`config.mk`:
```
export PLATFORM = sky130hd
export DESIGN_NAME = eqcmp_bist
export DESIGN_NICKNAME = d
export VERILOG_FILES = /design/src/rtl/eqcmp_bist_pkg.sv /design/src/rtl/eqcmp_bist_hold_timer.sv /design/src/rtl/eqcmp_bist.sv
export SDC_FILE = /design/constraint.sdc
export NUM_CORES = 1
export LEC_CHECK = 0
export ABC_AREA = 1
export BUFFER_PORTS_ARGS = -buffer_cell sky130_fd_sc_hd__buf_2
export CAP_MARGIN = 25
export CORE_MARGIN = 2
export CORE_UTILIZATION = 47
export DETAILED_ROUTE_END_ITERATION = 6
export PLACE_DENSITY_LB_ADDON = 0.25
export SYNTH_ARGS = -nofsm -noshare
export SYNTH_HDL_FRONTEND = slang
export SYNTH_SLANG_ARGS = --single-unit
```
`constraint.sdc`:
```
create_clock -name clk -period 1.12 [get_ports clk]
set_input_delay 0.224 -clock clk [delete_from_list [all_inputs] [get_ports clk]]
set_output_delay 0.224 -clock clk [all_outputs]
set_load 0.02 [all_outputs]
```
`src/rtl/eqcmp_bist_pkg.sv`:
```
// ============================================================================
// Module      : eqcmp_bist_pkg
// Description : Shared state encoding and default sizing for the equality
//               comparator BIST.
// Revision    : 1.0 - initial release
// ============================================================================
`default_nettype none

package eqcmp_bist_pkg;

    localparam int c_DEF_W    = 2;
    localparam int c_DEF_HOLD = 4;

    typedef enum logic [1:0] {
        ST_IDLE  = 2'd0,
        ST_DRIVE = 2'd1,
        ST_DONE  = 2'd2
    } state_t;

endpackage

`default_nettype wire

```
`src/rtl/eqcmp_bist_hold_timer.sv`:
```
// ============================================================================
// Module      : hold_timer
// Description : Mod-HOLD counter; tc pulses on the last cycle of each hold.
// Revision    : 1.0 - initial release
// ============================================================================
`default_nettype none

module hold_timer #(
    parameter int HOLD = 4
) (
    input  logic clk,
    input  logic reset,
    input  logic clr,
    input  logic en,
    output logic tc
);

    localparam int             c_CW   = $clog2(HOLD);
    localparam logic [c_CW-1:0] c_LAST = c_CW'(HOLD - 1);
    localparam logic [c_CW-1:0] c_ONE  = c_CW'(1);

    logic [c_CW-1:0] r_cnt;

    assign tc = en && (r_cnt == c_LAST);

    always_ff @(posedge clk) begin
        if (reset || clr) begin
            r_cnt <= '0;
        end else if (en) begin
            if (r_cnt == c_LAST) begin
                r_cnt <= '0;
            end else begin
                r_cnt <= r_cnt + c_ONE;
            end
        end
    end

endmodule

`default_nettype wire

```
`src/rtl/eqcmp_bist.sv`:
```
// ============================================================================
// Module      : eqcmp_bist
// Description : Exhaustive BIST for a W-bit equality comparator; sweeps all
//               {A,B} pairs, counts mismatches and records the first failure.
// Revision    : 1.0 - initial release
// ============================================================================
`default_nettype none

module eqcmp_bist
    import eqcmp_bist_pkg::*;
#(
    parameter int W    = c_DEF_W,
    parameter int HOLD = c_DEF_HOLD
) (
    input  logic           clk,
    input  logic           reset,
    input  logic           start,
    output logic [W-1:0]   a_out,
    output logic [W-1:0]   b_out,
    input  logic           aeqb_in,
    output logic           busy,
    output logic           done,
    output logic           pass,
    output logic [2*W:0]   err_cnt,
    output logic [2*W-1:0] first_fail
);

    localparam int               c_IW      = 2 * W;
    localparam logic [c_IW-1:0]  c_IDX_ONE = c_IW'(1);
    localparam logic [c_IW:0]    c_ERR_ONE = (c_IW + 1)'(1);

    state_t            r_state;
    state_t            w_next;
    logic [c_IW-1:0]   r_idx;
    logic [c_IW:0]     r_err_cnt;
    logic [c_IW-1:0]   r_first_fail;

    logic w_start_acc;
    logic w_tc;
    logic w_last;
    logic w_mismatch;

    assign w_start_acc = start && ((r_state == ST_IDLE) || (r_state == ST_DONE));
    assign w_last      = (r_idx == {c_IW{1'b1}});
    assign w_mismatch  = w_tc && (aeqb_in != (a_out == b_out));

    hold_timer #(
        .HOLD (HOLD)
    ) u_hold_timer (
        .clk   (clk),
        .reset (reset),
        .clr   (w_start_acc),
        .en    (r_state == ST_DRIVE),
        .tc    (w_tc)
    );

    always_ff @(posedge clk) begin
        if (reset) begin
            r_state <= ST_IDLE;
        end else begin
            r_state <= w_next;
        end
    end

    always_comb begin
        w_next = r_state;
        case (r_state)
            ST_IDLE,
            ST_DONE:  if (start) w_next = ST_DRIVE;
            ST_DRIVE: if (w_tc && w_last) w_next = ST_DONE;
            default:  w_next = ST_IDLE;
        endcase
    end

    // idx doubles as the operand register, so a_out/b_out are glitch-free
    always_ff @(posedge clk) begin
        if (reset || w_start_acc) begin
            r_idx        <= '0;
            r_err_cnt    <= '0;
            r_first_fail <= '1;
        end else if (w_tc) begin
            if (w_mismatch) begin
                r_err_cnt <= r_err_cnt + c_ERR_ONE;
                if (r_err_cnt == '0) begin
                    r_first_fail <= r_idx;
                end
            end
            if (!w_last) begin
                r_idx <= r_idx + c_IDX_ONE;
            end
        end
    end

    assign a_out      = r_idx[c_IW-1:W];
    assign b_out      = r_idx[W-1:0];
    assign busy       = (r_state == ST_DRIVE);
    assign done       = (r_state == ST_DONE);
    assign pass       = done && (r_err_cnt == '0);
    assign err_cnt    = r_err_cnt;
    assign first_fail = r_first_fail;

endmodule

`default_nettype wire

```
==> flow_metrics.py, run 1 <==
metrics = {
    "placed_design": {
        "hpwlAfterDp_um": 1870,
        "placed_cells": 184,
        "routabilityCongestion": 0.857,
        "placement.cell_area_um2": 1310,
        "port_buffers": 19,
    },
    "floorplan": {
        "initial_core_util_pct": 51.4,
        "height_of_the_die_um": 48.1,
        "floorplan.die.width_um": 48.1,
        "num_io_pins": 20,
        "fp-row-count": 15,
    },
    "clock_tree": {
        "clk_root_buffer_cell": "clkbuf_4",
        "max-clock-path-buffers": 2,
        "cts_hold_buffers": 0,
        "cts-htree-levels": 1,
        "cts_setup_buffers": 13,
        "num_cts_buffers": 3,
        "cts_sinks": 17,
        "cts_repair_resize_count": 86,
    },
    "logic_synthesis": {
        "avgSynthCellArea_um2": 7.63,
        "mappedNetlistNets": 128,
        "post_synth_instance_area_um2": 916,
        "synth.yosys.seq_area_share_pct": 37.2,
        "post_synth_main_area_contributors": "dfxtp_1, nand2_1, nand3_1",
        "ys.warnings.count": 0,
        "yosysTopAreaCell": "dfxtp_1",
        "synth.lib_cells_used.distinct": 27,
        "ys_ff_latch": 17,
        "synth_top_cell_area_share_pct": 37.2,
        "synth_cells": 120,
    },
    "status": {
        "status": "did not finish",
        "halt_stage": "4_1_cts",
        "stop_error": "[ERROR DPL-0033] detailed placement checks failed during check placement.",
    },
}
==> metrics by stage <==
| stage | setup TNS [ns] | setup WS, ns |
|---|---|---|
| 2_1_floorplan | -0.136 | -0.0351 |
| 3_3_place_gp | -0.307 | -0.0393 |
| 3_5_place_dp | -0.910 | -0.115 |
==> logic make-up after synthesis <==
kind of cell,share of synthesized area (%)
xor gates and xnor gates,1.91
AOI/OAI and AO/OA,9.70
buffers and inverters,6.97
and+or+nand+nor,38.8
DFF,37.2
adders and majority gates,5.46
==> cells in the mapped netlist, drive strengths merged <==
library cell / count
a21oi: 9
buf: 2
clkinv: 1
dfxtp: 17
ha: 4
inv: 12
nand2: 32
nand3: 14
nand4: 6
nor2: 11
nor3: 2
nor4: 1
o21ai: 6
o32a: 1
xnor2: 1
xor2: 1
==> run 2, diff against run 1 <==
--- a/config.mk
+++ b/config.mk
@@ -8,10 +8,10 @@
 export ABC_AREA = 1
 export BUFFER_PORTS_ARGS = -buffer_cell sky130_fd_sc_hd__buf_2
 export CAP_MARGIN = 25
-export CORE_MARGIN = 2
-export CORE_UTILIZATION = 47
+export CORE_AREA = 2 2 63 65
 export DETAILED_ROUTE_END_ITERATION = 6
-export PLACE_DENSITY_LB_ADDON = 0.25
+export DIE_AREA = 0 0 65 67
+export PLACE_DENSITY_LB_ADDON = 0.15
 export SYNTH_ARGS = -nofsm -noshare
 export SYNTH_HDL_FRONTEND = slang
 export SYNTH_SLANG_ARGS = --single-unit
==> constraint.sdc (replaced) <==
create_clock -name clk -period 1.5 [get_ports clk]
set_input_delay 0.3 -clock clk [delete_from_list [all_inputs] [get_ports clk]]
set_output_delay 0.3 -clock clk [all_outputs]
set_load 0.02 [all_outputs]
==> run 2 against run 1 <==
Compared with the run above: the flow now finishes without violations; synthesized cell count did not move; synthesized area is the same.
==> flow_metrics.py, run 2 <==
metrics = {
    "setup_path": {
        "setup.worst_path.start_class": "register",
        "r2r_setup_slack_ns": 0.13,
        "critical_path.endpoint_type": "output port",
        "ff2ff_path_depth": 8,
        "timing.critical_path.buf_inv": 2,
        "maximum_fanout_along_the_worst_path": 3,
        "worst_setup_path_endpoint": "pass",
        "critPathTopFamily": "flip-flops",
        "critical_path_cell_count": 3,
        "largest_stage_delay_on_the_critical_path_ns": 0.38,
        "sequence_of_cells_on_the_critical_path": "inv_1 > nor4_4 > buf_4",
        "slowest_stage": "dfxtp_4",
        "rr_endpoint": "first_fail[1]",
        "critPathKind": "register to output port",
        "crit-reg2reg-launch": "err_cnt[0]",
        "timing.critical_path.from": "r_state[1]",
        "worst-endpoint-arrival_ns": 1.16,
        "critPathRequiredTime_ns": 1.20,
    },
    "logic_synthesis": {
        "async_reset_ff_share_pct": 0,
        "avgSynthCellArea_um2": 7.63,
        "yosys.cell_count.top_type": "nand2_1",
        "post_synth_main_area_contributors": "dfxtp_1, nand2_1, nand3_1",
        "mappedNetlistNets": 128,
        "yosysTopAreaCell": "dfxtp_1",
        "ys_top_cells_by_count": "nand2_1, dfxtp_1, nand3_1",
        "synth_top_cell_area_share_pct": 37.2,
        "synth.yosys.seq_area_share_pct": 37.2,
        "post_synth_instance_area_um2": 916,
        "ys.warnings.count": 0,
        "synth.lib_cells_used.distinct": 27,
        "ys_ff_latch": 17,
        "synthFlopType": "dfxtp_1",
        "synth_cells": 120,
        "synth-edff-count": 0,
    },
    "timing": {
        "finalCritPeriodShare_pct": 97.2,
        "timing_max_transition_violations_final": 0,
        "slew_headroom_pct": 81.7,
        "setup_total_negative_slack_ns": 0,
        "fmaxAchievable_mhz": 686,
        "finalSetupViolCount": 0,
        "grt_setup_unrepaired": "no",
        "timing_worst_slew_pin_value_ns": 0.274,
        "timing.clock.skew_ns": 0.000438,
        "hold_viol": 0,
        "timing.final.crit_period_ns": 1.46,
    },
    "power": {
        "power.share.switching_pct": 22.3,
        "power_leakage_nw": 0.544,
        "power_density_nw_per_um2": 706,
        "worst_ir_drop_vdd_mv": 0.337,
        "internal-power_w": 0.000663,
        "power.total_w": 0.000853,
        "power.sequential.fraction_pct": 54.1,
        "clockPowerShare_pct": 39.4,
        "share_comb_of_total_power_pct": 6.6,
        "switching_power_w": 0.000190,
    },
    "floorplan": {
        "die-area_um2": 4360,
        "placeableCoreArea_um2": 3610,
        "height_of_the_die_um": 67,
        "num_io_pins": 20,
        "floorplan.die.width_um": 65,
        "fp-row-count": 22,
        "initial_core_util_pct": 25.4,
    },
    "cells_and_area": {
        "largest_register_ff_count": 5,
        "footprint_of_the_multi_input_gates_um2": 549,
        "seqCellArea_um2": 349,
        "num_antenna_cells": 0,
        "design.final.nets": 157,
        "filler_cell_count": 390,
        "fin_cells": 196,
        "layout_common_cells": "nand2_1, buf_2, nand3_1, dfxtp_1, a21oi_1",
        "area_growth_syn_to_layout_pct": 31.8,
        "drive_gt1_share_pct": 36.5,
        "layout_commonest_cell": "nand2_1",
    },
    "global_route": {
        "grt_antenna_before_repair": 0,
        "gr-usage-all-layers_pct": 11.0,
        "grt_first_pass_wirelength_um": 3740,
        "via_count_of_the_first_global_routing_pass": 838,
        "global_route.overflow_total": 0,
        "maximum_number_of_pins_on_one_net_before_global_route_repair": 11,
    },
    "placed_design": {
        "routabilityCongestion": 0.731,
        "hpwlAfterDp_um": 1690,
        "placed_cells": 188,
        "port_buffers": 19,
    },
    "drt": {
        "wl_um": 2080,
        "detailedRoute.firstIterationViolations": 52,
        "routedWlPerCell_um": 10.6,
        "drc": 0,
        "avgViaCountPerCell": 4.51,
        "antenna_left": 0,
        "detailedRoute.firstPassIterationCount": 4,
        "route.vias.total": 883,
    },
    "clock_tree": {
        "clk_root_buffer_cell": "clkbuf_8",
        "cts_hold_buffers": 0,
        "num_cts_buffers": 3,
        "max-clock-path-buffers": 2,
        "cts-htree-levels": 1,
        "cts.clk_slew.worst_paths_ns": 0.06,
        "clock_insertion_delay_worst_skew_ns": 0.24,
        "cts_sinks": 17,
        "tritoncts": "yes",
    },
    "flow_run": {
        "cap_violations": 0,
    },
    "status": {
        "status": "finished, final reports clean",
    },
    "min_path": {
        "worstHoldPathType": "input pin to register",
    },
}
run 2: cell counts after synthesis:
No cell type changed its count.
run 2: how the worst min path moves through the flow:
stage	cells past startpoint	from	endpoint	slack, ns
after global routing	2	reset	r_state[0]	0.23
after global placement	2	first_fail[2]	first_fail[2]	0.45
after floorplan	1	reset	r_state[0]	0.37
after detailed placement	2	first_fail[0]	first_fail[0]	0.47
final	2	reset	r_state[1]	0.23
after CTS	2	reset	r_state[1]	0.22
run 2: logic make-up (layout without fill, tap and decap cells):
| group | after synthesis | in the layout | synth area share, % |
|---|---|---|---|
| AND/OR/NAND/NOR | 66 | 66 | 38.8 |
| flip-flops | 17 | 17 | 37.2 |
| AO/OA/AOI/OAI | 16 | 16 | 9.70 |
| buffers and inverters | 15 | 43 | 6.97 |
| adder cells (fa/ha/maj) | 4 | 4 | 5.46 |
| XOR/XNOR | 2 | 2 | 1.91 |
run 2: layout make-up:
cell class / instances / area share [%]
Inverter: 13 / 4.46
Tap cell: 48 / 4.97
Clock buffer: 4 / 3.73
Sequential cell: 17 / 28.9
Multi-Input combinational cell: 88 / 45.5
Timing Repair Buffer: 26 / 12.4
run 2: what timing repair did:
item | in CTS | in global routing
setup endpoints to repair | 1 | 2
pin swaps | 3 | 2
buffers inserted | 4 | 0
resized for setup | 13 | 2
run 2: metal layers:
| layer | track usage, % | part of all wire [%] | vias up |
|---|---|---|---|
| met2 | 18.3 | 50 | 14 |
| li1 | - | - | 459 |
| met1 | 13.9 | 45 | 408 |
| met3 | 2.53 | 3.7 | 2 |
| met5 | 0 | 0 | - |
| met4 | 3.99 | 0.38 | 0 |
run 2: power groups by stage:
stage / sequential (W) / combinational (W) / clock [W]
floorplan: 0.000470 / 0.0000399 / 0
global placement: 0.000472 / 0.0000562 / 0
detailed placement: 0.000472 / 0.0000565 / 0
CTS: 0.000462 / 0.0000569 / 0.000351
global route: 0.000461 / 0.0000622 / 0.000370
finish: 0.000461 / 0.0000560 / 0.000336
run 2: metrics by stage:
stage / util (%) / worst slack [ns] / hold slack (ns) / cell area, um^2
4_1_cts: 33.4 / -0.0641 / 0.223 / 1200
2_1_floorplan: - / 0.0889 / 0.369 / 922
3_5_place_dp: 30.2 / 0.153 / 0.466 / 1090
5_1_grt: 33.5 / 0.00701 / 0.230 / 1210
6_report: 33.5 / 0.0422 / 0.229 / 1210
3_3_place_gp: 30.2 / 0.112 / 0.454 / 1090
Power figures use the tool's default switching activity.
==> run 3, diff against run 2 <==
--- a/config.mk
+++ b/config.mk
@@ -14,4 +14,5 @@
 export PLACE_DENSITY_LB_ADDON = 0.15
 export SYNTH_ARGS = -nofsm -noshare
 export SYNTH_HDL_FRONTEND = slang
+export SYNTH_HIERARCHICAL = 1
 export SYNTH_SLANG_ARGS = --single-unit
==> run 3 against run 2 <==
Compared with the run above: critical path depth is 2 higher; sequential power about the same; sequential cell count stayed put; non-clock buffer count rose by 1; final cell count rose by 5.6%; total power is 3.4% higher; highest routed layer unchanged.
==> flow_metrics.py, run 3 <==
metrics = {
    "timing": {
        "finalSetupViolCount": 0,
        "finalWorstSetupSlack_ns": 0.0363,
        "fmaxAchievable_mhz": 683,
        "timing_max_transition_violations_final": 0,
        "hold_viol": 0,
        "finalCritPeriodShare_pct": 97.6,
        "timing.clock.skew_ns": 0.00656,
        "slew_headroom_pct": 82.2,
        "timing.final.crit_period_ns": 1.46,
        "grt_setup_unrepaired": "yes",
        "holdWs_ns": 0.263,
        "setup_total_negative_slack_ns": 0,
        "timing_worst_slew_pin_value_ns": 0.267,
    },
    "cells_and_area": {
        "layout_commonest_cell": "nand2_1",
        "drive_gt1_share_pct": 35.2,
        "layout_common_cells": "nand2_1, buf_2, inv_1",
        "design.final.nets": 168,
        "largest_register_ff_count": 5,
        "num_antenna_cells": 0,
        "area_growth_syn_to_layout_pct": 31.6,
    },
    "global_route": {
        "maximum_number_of_pins_on_one_net_before_global_route_repair": 12,
        "global_route.overflow_total": 0,
        "gr-usage-all-layers_pct": 10.3,
        "via_count_of_the_first_global_routing_pass": 798,
        "grt_antenna_before_repair": 0,
        "grt_first_pass_wirelength_um": 3460,
    },
    "logic_synthesis": {
        "mappedNetlistNets": 138,
        "ys_ff_latch": 17,
        "yosys.cell_count.top_type": "nand2_1",
        "avgSynthCellArea_um2": 7.23,
        "async_reset_ff_share_pct": 0,
        "post_synth_instance_area_um2": 940,
        "ys_top_cells_by_count": "nand2_1, inv_1, dfxtp_1",
        "ys.warnings.count": 6,
        "yosysTopAreaCell": "dfxtp_1",
        "synthFlopType": "dfxtp_1",
        "synth_cells": 130,
        "synth-edff-count": 0,
        "synth.lib_cells_used.distinct": 22,
        "synth_top_cell_area_share_pct": 36.2,
        "post_synth_main_area_contributors": "dfxtp_1, nand2_1, inv_1",
        "synth.yosys.seq_area_share_pct": 36.2,
    },
    "clock_tree": {
        "clock_insertion_delay_worst_skew_ns": 0.25,
        "cts_sinks": 17,
        "tritoncts": "yes",
        "clk_root_buffer_cell": "clkbuf_8",
        "cts-htree-levels": 1,
        "max-clock-path-buffers": 2,
        "cts.clk_slew.worst_paths_ns": 0.07,
        "num_cts_buffers": 3,
    },
    "drt": {
        "antenna_left": 0,
        "drc": 0,
        "wl_um": 2060,
        "avgViaCountPerCell": 4.26,
        "route.vias.total": 882,
        "detailedRoute.firstIterationViolations": 84,
        "routedWlPerCell_um": 9.97,
        "detailedRoute.firstPassIterationCount": 4,
    },
    "power": {
        "worst_ir_drop_vdd_mv": 0.453,
        "power.total_w": 0.000882,
        "power_density_nw_per_um2": 713,
        "clockPowerShare_pct": 39.8,
        "switching_power_w": 0.000214,
        "share_comb_of_total_power_pct": 7.7,
        "internal-power_w": 0.000668,
        "power.sequential.fraction_pct": 52.5,
        "power_leakage_nw": 0.577,
        "power.share.switching_pct": 24.3,
    },
    "floorplan": {
        "num_io_pins": 20,
        "fp-row-count": 22,
        "floorplan.die.width_um": 65,
        "initial_core_util_pct": 26.1,
        "height_of_the_die_um": 67,
        "placeableCoreArea_um2": 3610,
        "die-area_um2": 4360,
    },
    "placed_design": {
        "hpwlAfterDp_um": 1570,
        "routabilityCongestion": 0.715,
        "port_buffers": 19,
        "dp_worst_setup_slack_ns": 0.168,
    },
    "min_path": {
        "worstHoldPathType": "input pin to register",
    },
    "setup_path": {
        "critical_path.endpoint_type": "output port",
        "critPathRequiredTime_ns": 1.20,
        "setup.worst_path.start_class": "register",
        "worst-endpoint-arrival_ns": 1.16,
        "critPathKind": "register to output port",
        "maximum_fanout_along_the_worst_path": 3,
    },
    "flow_run": {
        "cap_violations": 0,
    },
    "status": {
        "status": "finished, final reports clean",
    },
}
## run 3: worst paths after layout
path | startpoint | to | cells after the start | slack [ns]
hold reg to reg | u_hold_timer/r_cnt[1] | u_hold_timer/r_cnt[1] | 2 | 0.49
setup reg to reg | u_hold_timer/r_cnt[0] | err_cnt[0] | 7 | 0.20
setup / recovery | err_cnt[0] | pass | 5 | 0.04
hold / removal | reset | r_state[0] | 2 | 0.26
## run 3: layout make-up
class / count / area, um^2
Sequential cell: 17 / 344
Tap cell: 48 / 60.1
Fill cell: 411 / 2370
Timing Repair Buffer: 27 / 158
Multi-Input combinational cell: 91 / 553
Clock buffer: 3 / 41.3
Clock inverter: 1 / 5.00
Inverter: 20 / 75.1
## run 3: cells by family after synthesis
| group | count (synthesis) | synth area share, % |
|---|---|---|
| buffers and inverters | 22 | 9.72 |
| xor gates and xnor gates | 1 | 0.932 |
| DFF | 17 | 36.2 |
| AOI/OAI and AO/OA | 15 | 7.99 |
| and+or+nand+nor | 71 | 39.8 |
| adders and majority gates | 4 | 5.33 |
## run 3: power by group through the flow
stage | registers [W] | logic [W] | clock network [W]
global placement | 0.000473 | 0.0000673 | 0
detailed placement | 0.000473 | 0.0000680 | 0
finish | 0.000463 | 0.0000679 | 0.000351
global route | 0.000464 | 0.0000772 | 0.000386
floorplan | 0.000472 | 0.0000462 | 0
CTS | 0.000463 | 0.0000688 | 0.000369
## run 3: timing repair
item,4_1_cts,5_1_grt
pin swaps,2,1
resized for setup,11,1
hold buffers,0,0
endpoints found under the setup margin,1,2
buffers inserted,3,0
## run 3: per-layer routing
| layer | vias up | global-route usage, % | share of wire, % |
|---|---|---|---|
| met5 | - | 0 | 0 |
| met4 | 0 | 2.39 | 0.63 |
| met3 | 2 | 3.04 | 3.9 |
| met2 | 14 | 18.4 | 49 |
| met1 | 390 | 12.1 | 47 |
| li1 | 476 | - | - |
## run 3: critical path, cell delays in order (launching register included)
cell	delay, ns
dfxtp_2	0.33
inv_2	0.08
ha_4	0.14
nand2_4	0.06
nor4_4	0.13
buf_4	0.18
## run 3: through the flow
step | utilization, % | cell area, um^2 | cells
CTS | 34.2 | 1230 | 207
finish | 34.3 | 1240 | 207
global route | 34.3 | 1240 | 207
global placement | 31.3 | 1130 | 200
floorplan | - | 953 | 130
detailed placement | 31.3 | 1130 | 200
==> run 4, diff against run 3 <==
--- a/config.mk
+++ b/config.mk
@@ -11,7 +11,7 @@
 export CORE_AREA = 2 2 63 65
 export DETAILED_ROUTE_END_ITERATION = 6
 export DIE_AREA = 0 0 65 67
-export PLACE_DENSITY_LB_ADDON = 0.15
+export PLACE_DENSITY = 0.48
 export SYNTH_ARGS = -nofsm -noshare
 export SYNTH_HDL_FRONTEND = slang
 export SYNTH_HIERARCHICAL = 1
==> constraint.sdc (replaced) <==
create_clock -name clk -period 1.3 [get_ports clk]
set_input_delay 0.26 -clock clk [delete_from_list [all_inputs] [get_ports clk]]
set_output_delay 0.26 -clock clk [all_outputs]
set_load 0.02 [all_outputs]
==> run 4 against run 3 <==
Compared with the run above: the flow now finishes with violations (setup timing); clock skew shrank 0.0037 ns; total power is 18% higher; sequential share of layout area is 2.2 points lower; combinational power grew 53%; die area stayed put; clock-buffer cell count increased by 1; critical path depth unchanged; first-iteration DRC count fell by 58%; sequential power grew 15%; utilization grew 4.0 points; highest routed layer unchanged.
==> flow_metrics.py, run 4 (same netlist as run 3, synthesis figures left out) <==
metrics = {
    "drt": {
        "routedWlPerCell_um": 11.1,
        "antenna_left": 0,
        "detailedRoute.firstPassIterationCount": 4,
        "wl_um": 2380,
        "detailedRoute.firstIterationViolations": 35,
        "avgViaCountPerCell": 4.56,
        "drc": 0,
        "route.vias.total": 980,
    },
    "timing": {
        "fmaxAchievable_mhz": 714,
        "timing.final.crit_period_ns": 1.40,
        "grt_setup_unrepaired": "yes",
        "timing.clock.skew_ns": 0.00286,
        "slew_headroom_pct": 70.8,
        "finalSetupViolCount": 1,
        "finalCritPeriodShare_pct": 108,
        "hold_viol": 0,
        "timing_max_transition_violations_final": 0,
        "timing_worst_slew_pin_value_ns": 0.437,
        "finalWorstSetupSlack_ns": -0.101,
    },
    "global_route": {
        "via_count_of_the_first_global_routing_pass": 931,
        "grt_antenna_before_repair": 0,
        "maximum_number_of_pins_on_one_net_before_global_route_repair": 12,
        "grt_first_pass_wirelength_um": 3810,
        "gr-usage-all-layers_pct": 11.5,
        "global_route.overflow_total": 0,
    },
    "setup_path": {
        "slowest_stage": "dfxtp_2",
        "rr_endpoint": "first_fail[3]",
        "sequence_of_cells_on_the_critical_path": "inv_2 > ha_4 > nand2_4 > nor4_4 > buf_4",
        "critPathKind": "register to output port",
        "maximum_fanout_along_the_worst_path": 2,
        "setup.worst_path.start_class": "register",
        "worst_setup_path_endpoint": "pass",
        "ff2ff_path_depth": 8,
        "worst-endpoint-arrival_ns": 1.14,
        "r2r_setup_slack_ns": 0.04,
        "timing.critical_path.from": "err_cnt[0]",
        "largest_stage_delay_on_the_critical_path_ns": 0.32,
        "critical_path.endpoint_type": "output port",
        "timing.critical_path.buf_inv": 2,
        "crit-reg2reg-launch": "err_cnt[0]",
        "critPathTopFamily": "flip-flops",
        "critical_path_cell_count": 5,
        "critPathRequiredTime_ns": 1.04,
    },
    "clock_tree": {
        "cts.clk_slew.worst_paths_ns": 0.07,
        "cts_hold_buffers": 0,
        "clk_root_buffer_cell": "clkbuf_8",
        "num_cts_buffers": 3,
        "tritoncts": "yes",
        "cts_sinks": 17,
        "cts-htree-levels": 1,
        "clock_insertion_delay_worst_skew_ns": 0.25,
        "max-clock-path-buffers": 2,
    },
    "floorplan": {
        "num_io_pins": 20,
        "fp-row-count": 22,
        "height_of_the_die_um": 67,
        "initial_core_util_pct": 26.1,
        "floorplan.die.width_um": 65,
        "placeableCoreArea_um2": 3610,
        "die-area_um2": 4360,
    },
    "power": {
        "worst_ir_drop_vdd_mv": 0.257,
        "power_density_nw_per_um2": 755,
        "power.total_w": 0.00104,
        "power_leakage_nw": 0.629,
    },
    "cells_and_area": {
        "largest_register_ff_count": 5,
        "layout_commonest_cell": "nand2_1",
        "design.final.nets": 176,
        "drive_gt1_share_pct": 46.1,
        "layout_common_cells": "nand2_1, buf_2, inv_1, buf_4, nand3_1",
        "filler_cell_count": 408,
        "area_growth_syn_to_layout_pct": 46.7,
        "num_antenna_cells": 0,
        "finish.utilization_pct": 38.2,
    },
    "status": {
        "status": "complete, but fails checks",
        "failed_checks": "setup timing",
    },
    "placed_design": {
        "hpwlAfterDp_um": 1720,
        "port_buffers": 19,
        "dp_worst_setup_slack_ns": -0.125,
        "routabilityCongestion": 0.794,
    },
    "flow_run": {
        "cap_violations": 0,
    },
    "min_path": {
        "worstHoldPathType": "input pin to register",
    },
}
run 4: cell count changes in the layout (fill, tap and decap cells not counted), moves of 3 or more:
| cell | change |
|---|---|
| dfxtp_1 | -5 |
| buf_6 | +3 |
| dfxtp_2 | +4 |
| buf_4 | +6 |
run 4: routing by layer:
metal / up-vias / track usage, % / wire [um]
met3: 7 / 2.20 / 95
met4: 0 / 6.38 / 63
met1: 453 / 11.7 / 917
met2: 24 / 21.8 / 1300
met5: - / 0 / 0
li1: 496 / - / -
run 4: worst min-delay path by stage:
stage	from	end	slack, ns	depth (start not counted)
2_1_floorplan	reset	r_state[0]	0.32	1
3_3_place_gp	first_fail[0]	first_fail[0]	0.46	2
3_5_place_dp	first_fail[2]	first_fail[2]	0.46	2
4_1_cts	reset	r_state[1]	0.21	2
5_1_grt	reset	r_state[1]	0.23	2
6_report	reset	r_state[0]	0.21	2
run 4: stage by stage:
step | setup TNS (ns) | std cells | hold WS, ns | cell area (um^2)
after global routing | -0.439 | 215 | 0.225 | 1380
final | -0.101 | 215 | 0.214 | 1380
after detailed placement | -0.727 | 204 | 0.461 | 1170
after global placement | -0.465 | 204 | 0.457 | 1170
after floorplan | -0.134 | 130 | 0.322 | 963
after CTS | -0.102 | 211 | 0.209 | 1290
run 4: power by group:
part	switching, W	internal [W]	total [W]
clock	0.000188	0.000218	0.000406
sequential	0.00000465	0.000526	0.000531
combinational	0.0000583	0.0000458	0.000104
total	0.000251	0.000790	0.00104
run 4: final cells by class:
type / count / area, um^2 / area share [%]
timing repair buffer: 35 / 246 / 17.9
multi-input combinational: 91 / 597 / 43.3
sequential: 17 / 353 / 25.6
tap: 48 / 60.1 / 4.36
clock buffer: 4 / 45.0 / 3.27
inverter: 20 / 77.6 / 5.63
run 4: worst reg2reg max path, stage by stage (launching register included):
cell	delay (ns)
dfxtp_2	0.32
inv_2	0.07
ha_4	0.14
nand2_4	0.05
buf_4	0.13
nor2_2	0.12
nand4_2	0.13
nand2_1	0.10
nand3_1	0.07
run 4: repair_timing:
| item | CTS | global route |
|---|---|---|
| pin swaps | 2 | 7 |
| resized for setup | 19 | 14 |
| setup buffers | 3 | 6 |
| setup endpoints to repair | 12 | 17 |
